### src/rtl/pe_request_latch.sv
// Request capture stage ahead of an 8-bit priority encoder.
// Each lane synchronises its raw request, turns rising edges into pending bits,
// and reports re-requests on already-pending lines as drops. The top exposes
// the masked pending vector to the encoder, turns the encoder's answer into a
// valid/ready grant, and keeps a saturating count of dropped requests.

module pe_request_lane (
  input  logic clk,
  input  logic rst_n,
  input  logic req,
  input  logic clr,
  output logic pend,
  output logic drop
);
  logic req_s, req_q, rise;

  assign rise = req_s & ~req_q;
  // A rise that lands on an already-pending bit that is not being cleared is lost.
  assign drop = rise & pend & ~clr;

  // Two-stage request sample plus the pending bit; a set beats a same-cycle clear.
  always_ff @(posedge clk) begin
    if (!rst_n) begin
      req_s <= 1'b0;
      req_q <= 1'b0;
      pend  <= 1'b0;
    end else begin
      req_s <= req;
      req_q <= req_s;
      pend  <= rise | (pend & ~clr);
    end
  end
endmodule

module pe_request_latch #(
  parameter int N    = 8,
  parameter int IDXW = 3,
  parameter int CNTW = 8
) (
  input  logic            clk,
  input  logic            rst_n,
  input  logic [N-1:0]    req,
  input  logic [N-1:0]    mask,
  output logic [N-1:0]    pend_o,
  input  logic [IDXW-1:0] enc_idx,
  input  logic            enc_none,
  output logic            grant_valid,
  input  logic            grant_ready,
  output logic [IDXW-1:0] grant_idx,
  output logic [CNTW-1:0] drop_cnt
);
  typedef enum logic {IDLE, OFFER} state_t;

  state_t          state;
  logic [N-1:0]    pending;
  logic [N-1:0]    clr;
  logic [N-1:0]    drops;
  logic            accept;
  logic [CNTW:0]   ndrop;
  logic [CNTW:0]   sum;
  logic [CNTW-1:0] cnt_nxt;

  assign accept = (state == OFFER) && grant_ready;
  // Masked lines keep their pending state; they are only hidden from the encoder.
  assign pend_o = pending & mask;

  for (genvar i = 0; i < N; i++) begin : g_lane
    assign clr[i] = accept && (grant_idx == IDXW'(i));
    pe_request_lane u_lane (
      .clk  (clk),
      .rst_n(rst_n),
      .req  (req[i]),
      .clr  (clr[i]),
      .pend (pending[i]),
      .drop (drops[i])
    );
  end

  // Add every lane that dropped this cycle and clamp at all-ones.
  always_comb begin
    ndrop = '0;
    for (int i = 0; i < N; i++) ndrop = ndrop + (CNTW+1)'(drops[i]);
    sum     = {1'b0, drop_cnt} + ndrop;
    cnt_nxt = sum[CNTW] ? {CNTW{1'b1}} : sum[CNTW-1:0];
  end

  // Drop counter register.
  always_ff @(posedge clk) begin
    if (!rst_n) drop_cnt <= '0;
    else        drop_cnt <= cnt_nxt;
  end

  // Grant FSM: latch the encoder result once, hold it until accepted, then idle one cycle.
  always_ff @(posedge clk) begin
    if (!rst_n) begin
      state       <= IDLE;
      grant_valid <= 1'b0;
      grant_idx   <= '0;
    end else begin
      case (state)
        IDLE: begin
          if (!enc_none) begin
            grant_idx   <= enc_idx;
            grant_valid <= 1'b1;
            state       <= OFFER;
          end
        end
        OFFER: begin
          if (grant_ready) begin
            grant_valid <= 1'b0;
            state       <= IDLE;
          end
        end
        default: begin
          grant_valid <= 1'b0;
          state       <= IDLE;
        end
      endcase
    end
  end
endmodule

### config.mk
export PLATFORM = sky130hd
export DESIGN_NAME = pe_request_latch
export DESIGN_NICKNAME = d
export VERILOG_FILES = /design/src/rtl/pe_request_latch.sv
export SDC_FILE = /design/constraint.sdc
export NUM_CORES = 1
export LEC_CHECK = 0
export ABC_CLOCK_PERIOD_IN_PS = 11220
export CAP_MARGIN = 10
export CORE_UTILIZATION = 45
export CTS_CLUSTER_DIAMETER = 150
export DETAILED_ROUTE_END_ITERATION = 6
export GPL_TIMING_DRIVEN = 0
export PLACE_DENSITY = 0.75
export SYNTH_ARGS = -nofsm -noshare
export SYNTH_HDL_FRONTEND = slang
export SYNTH_SLANG_ARGS = --single-unit
export TNS_END_PERCENT = 100
### constraint.sdc
create_clock -name clk -period 11.22 [get_ports clk]
set_input_delay 2.244 -clock clk [delete_from_list [all_inputs] [get_ports clk]]
set_output_delay 2.244 -clock clk [all_outputs]
set_load 0.03 [all_outputs]
==> impl_metrics.ini <==
[status]
status = completed

[logic_synthesis]
postSynthCellCount = 167
yosysUniqueCellTypes = 32
ys_warn_count = 0
syn_area_sq_um = 1580
synth_seq_cells = 37
ys_seq_area_share_pct = 46.8
synth_area_per_cell_sq_um = 9.47
synth_nets = 201

[clocking]
cts_sinks = 37
clk_path_buf_depth = 2
clkTransAtPathRegs_ps = 110
cts_tree = yes
post_cts_resized = 0
ctsHoldBuffers = 0
clock_latency_ps = 350
cts_buffers = 5
h-tree-depth = 2
clock-root-buffer = clkbuf_4
post_cts_buffers = 0

[grt]
grt_use_total_pct = 19.8
overflow = 0
grt_max_degree = 13
grt_pass1_vias = 1254
antenna_found_initial = 0
grt_pass1_wl_mm = 5.29

[min_path]
hold_end = g_lane[5].u_lane.req_q
worstHoldStart = g_lane[5].u_lane.req_s
hold_class = register to register
min_path_cells = 1

[drt]
drtPass1Iterations = 4
routed_wl_mm = 3.22
vias = 1312
route.detailed.drc = 0
wl_per_cell_um = 12.2
vias_per_cell = 4.99
antenna_left = 0
drtIter0Drc = 60

[timing]
setup_slack_ps = 4630
fin_crit_ps = 6590
worstMarginPinSlew_ps = 498
setup_viol = 0
min_period_over_period_pct = 58.7
timing.slew.headroom_pct = 66.6
fmax_mhz = 152
skew_ps = 4.88
rsz0062_at_grt = no
finalHoldViolCount = 0
slew_viol_final = 0
fin_tns_setup_ps = 0

[floorplan]
core_sq_um = 3360
dieWidth_um = 61.3
ios = 43
die_h_um = 61.3
num_rows = 21
fp.dieArea_sq_um = 3760
initial_utilization_pct = 47.0

[pwr]
leakage_nw = 0.898
intPower_mw = 0.215
sw_frac_of_total_pct = 25.7
pwr-share-comb_pct = 16.3
seq_power_share_pct = 49.5
switchingPower_mw = 0.0746
pwr-share-clk_pct = 34.2
ir_drop_mv = 0.0886
powerDensity_nw_per_um2 = 135

[place]
post-place-ws_ps = 4270
place_hpwl_mm = 2.49
port_buffers = 42
routabilityCongestion = 0.843

[setup_path]
cp.arrival_ps = 6840
r2r_start = state
r2r_cells = 15
start_kind = input port
cp_data_required_time_ps = 11470
worst-path-max-fanout = 4
critical_path_class = input port to register
r2r-end = drop_cnt[5]
r2r_slack_ps = 6530
end_kind = register

[cells_and_area]
area_delta_synth_final_pct = 35.8
drive_gt1_share_pct = 5.99
finalCoreUtilization_pct = 63.9
nets = 250
diodes = 0

[flow_run]
cap_violations = 0
## layer usage
metal | GRT usage (%) | share of wire (%) | vias up
met5 | 0 | 0 | -
li1 | - | - | 660
met2 | 32.0 | 48 | 44
met1 | 24.1 | 44 | 601
met3 | 5.67 | 5.3 | 7
met4 | 10.1 | 2.6 | 0
## cells in the mapped netlist, drive strengths merged
cell type | n | share of area (%)
nor2 | 21 | 5.0
nor3 | 2 | 0.63
nand3 | 2 | 0.63
nand2 | 7 | 1.7
mux2i | 1 | 0.63
o211a | 1 | 0.63
o211ai | 1 | 0.47
o311a | 1 | 0.63
o221ai | 1 | 0.55
fa | 5 | 6.3
ha | 6 | 4.7
xnor2 | 1 | 0.55
xor2 | 1 | 0.55
inv | 5 | 1.2
or2 | 3 | 1.2
o21a | 1 | 0.47
and2 | 25 | 9.9
dfxtp | 37 | 47
nand2b | 10 | 4.0
a211oi | 2 | 1.3
o21bai | 1 | 0.71
a21oi | 12 | 3.8
a31oi | 2 | 0.79
and3 | 1 | 0.40
a211o | 1 | 0.55
o31ai | 3 | 1.7
clkbuf | 3 | 0.71
o21ai | 11 | 3.5
## kinds of logic (layout without fill, tap and decap cells)
logic type | Yosys count | after routing | synth area share (%)
AO/OA/AOI/OAI | 37 | 37 | 15.1
AND/OR/NAND/NOR | 71 | 71 | 23.3
adder cells (fa/ha/maj) | 11 | 11 | 11.1
XOR/XNOR | 2 | 2 | 1.11
flip-flops | 37 | 37 | 46.8
multiplexers | 1 | 1 | 0.633
buffers and inverters | 8 | 58 | 1.90
## power groups by stage
stage | Sequential, mW | Clock, mW | Combinational [mW]
6_report | 0.143 | 0.0991 | 0.0474
5_1_grt | 0.145 | 0.107 | 0.0531
4_1_cts | 0.143 | 0.101 | 0.0479
3_5_place_dp | 0.146 | 0 | 0.0475
3_3_place_gp | 0.146 | 0 | 0.0464
2_1_floorplan | 0.150 | 0 | 0.0226
## worst max-delay path, cell delays in order
cell             delay, ps
clkdlybuf4s50_1        480
nand2_1                 90
or2_1                  300
o31ai_2                240
nor2_1                 100
fa_1                   520
inv_1                   60
fa_1                   540
inv_1                   60
fa_1                   500
fa_1                   480
fa_1                   430
a211oi_2               330
o21bai_2               210
o221ai_1               140
o311a_1                130
## registers in the layout, summed over array words and instances, names as in the netlist
register	flops
g_lane.u_lane.req_s	8
state	1
drop_cnt	8
grant_valid	1
grant_idx	3
g_lane.u_lane.pend	8
g_lane.u_lane.req_q	8
## placed cells by master, fill, tap and decap left out
cell type	Yosys	final
clkbuf_4	0	5
and2_1	25	25
xor2_1	1	1
o31ai_1	2	2
o21bai_2	1	1
o21ai_1	2	2
mux2i_1	1	1
clkbuf_1	3	3
o311a_1	1	1
o21a_1	1	1
nand2b_1	10	10
ha_1	6	6
clkbuf_8	0	1
a21oi_1	12	12
nor2_1	21	21
clkinvlp_4	0	1
o211ai_1	1	1
o211a_1	1	1
inv_1	5	5
o221ai_1	1	1
or2_2	2	2
nand3_1	2	2
nor3_1	2	2
clkdlybuf4s50_1	0	42
dfxtp_1	37	37
or2_1	1	1
a211oi_2	1	1
a211o_1	1	1
a211oi_1	1	1
a31oi_1	2	2
nand2_1	7	7
o21ai_0	9	9
o31ai_2	1	1
fa_1	5	5
bufinv_16	0	1
and3_1	1	1
xnor2_1	1	1
## how the worst max path moves through the flow
stage	startpoint	end	depth (start not counted)
after floorplan	grant_ready	drop_cnt[5]	15
after global placement	grant_ready	drop_cnt[5]	16
after detailed placement	grant_ready	drop_cnt[4]	16
after CTS	grant_ready	drop_cnt[5]	16
after global routing	grant_ready	drop_cnt[5]	16
final	grant_ready	drop_cnt[5]	16
## cell type report
cell class              count  area (sq um)
plain buffers               3          11.3
clock buffers               6          51.3
clock inverters             2          37.5
fillers                   307          1210
inverters                   5          18.8
multi-input cells         122           811
flip-flops and latches     37           741
well taps                  46          57.6
repair buffers             42           420
## through the flow
step | hold slack (ps) | instance area, sq um | power, mW | std cells
after floorplan | 431 | 1580 | 0.173 | 167
after CTS | 476 | 2150 | 0.292 | 263
after detailed placement | 450 | 2060 | 0.194 | 255
after global routing | 502 | 2150 | 0.305 | 263
final | 478 | 2150 | 0.290 | 263
after global placement | 443 | 2060 | 0.193 | 255
Note: power is estimated with default switching activity, not from simulation.
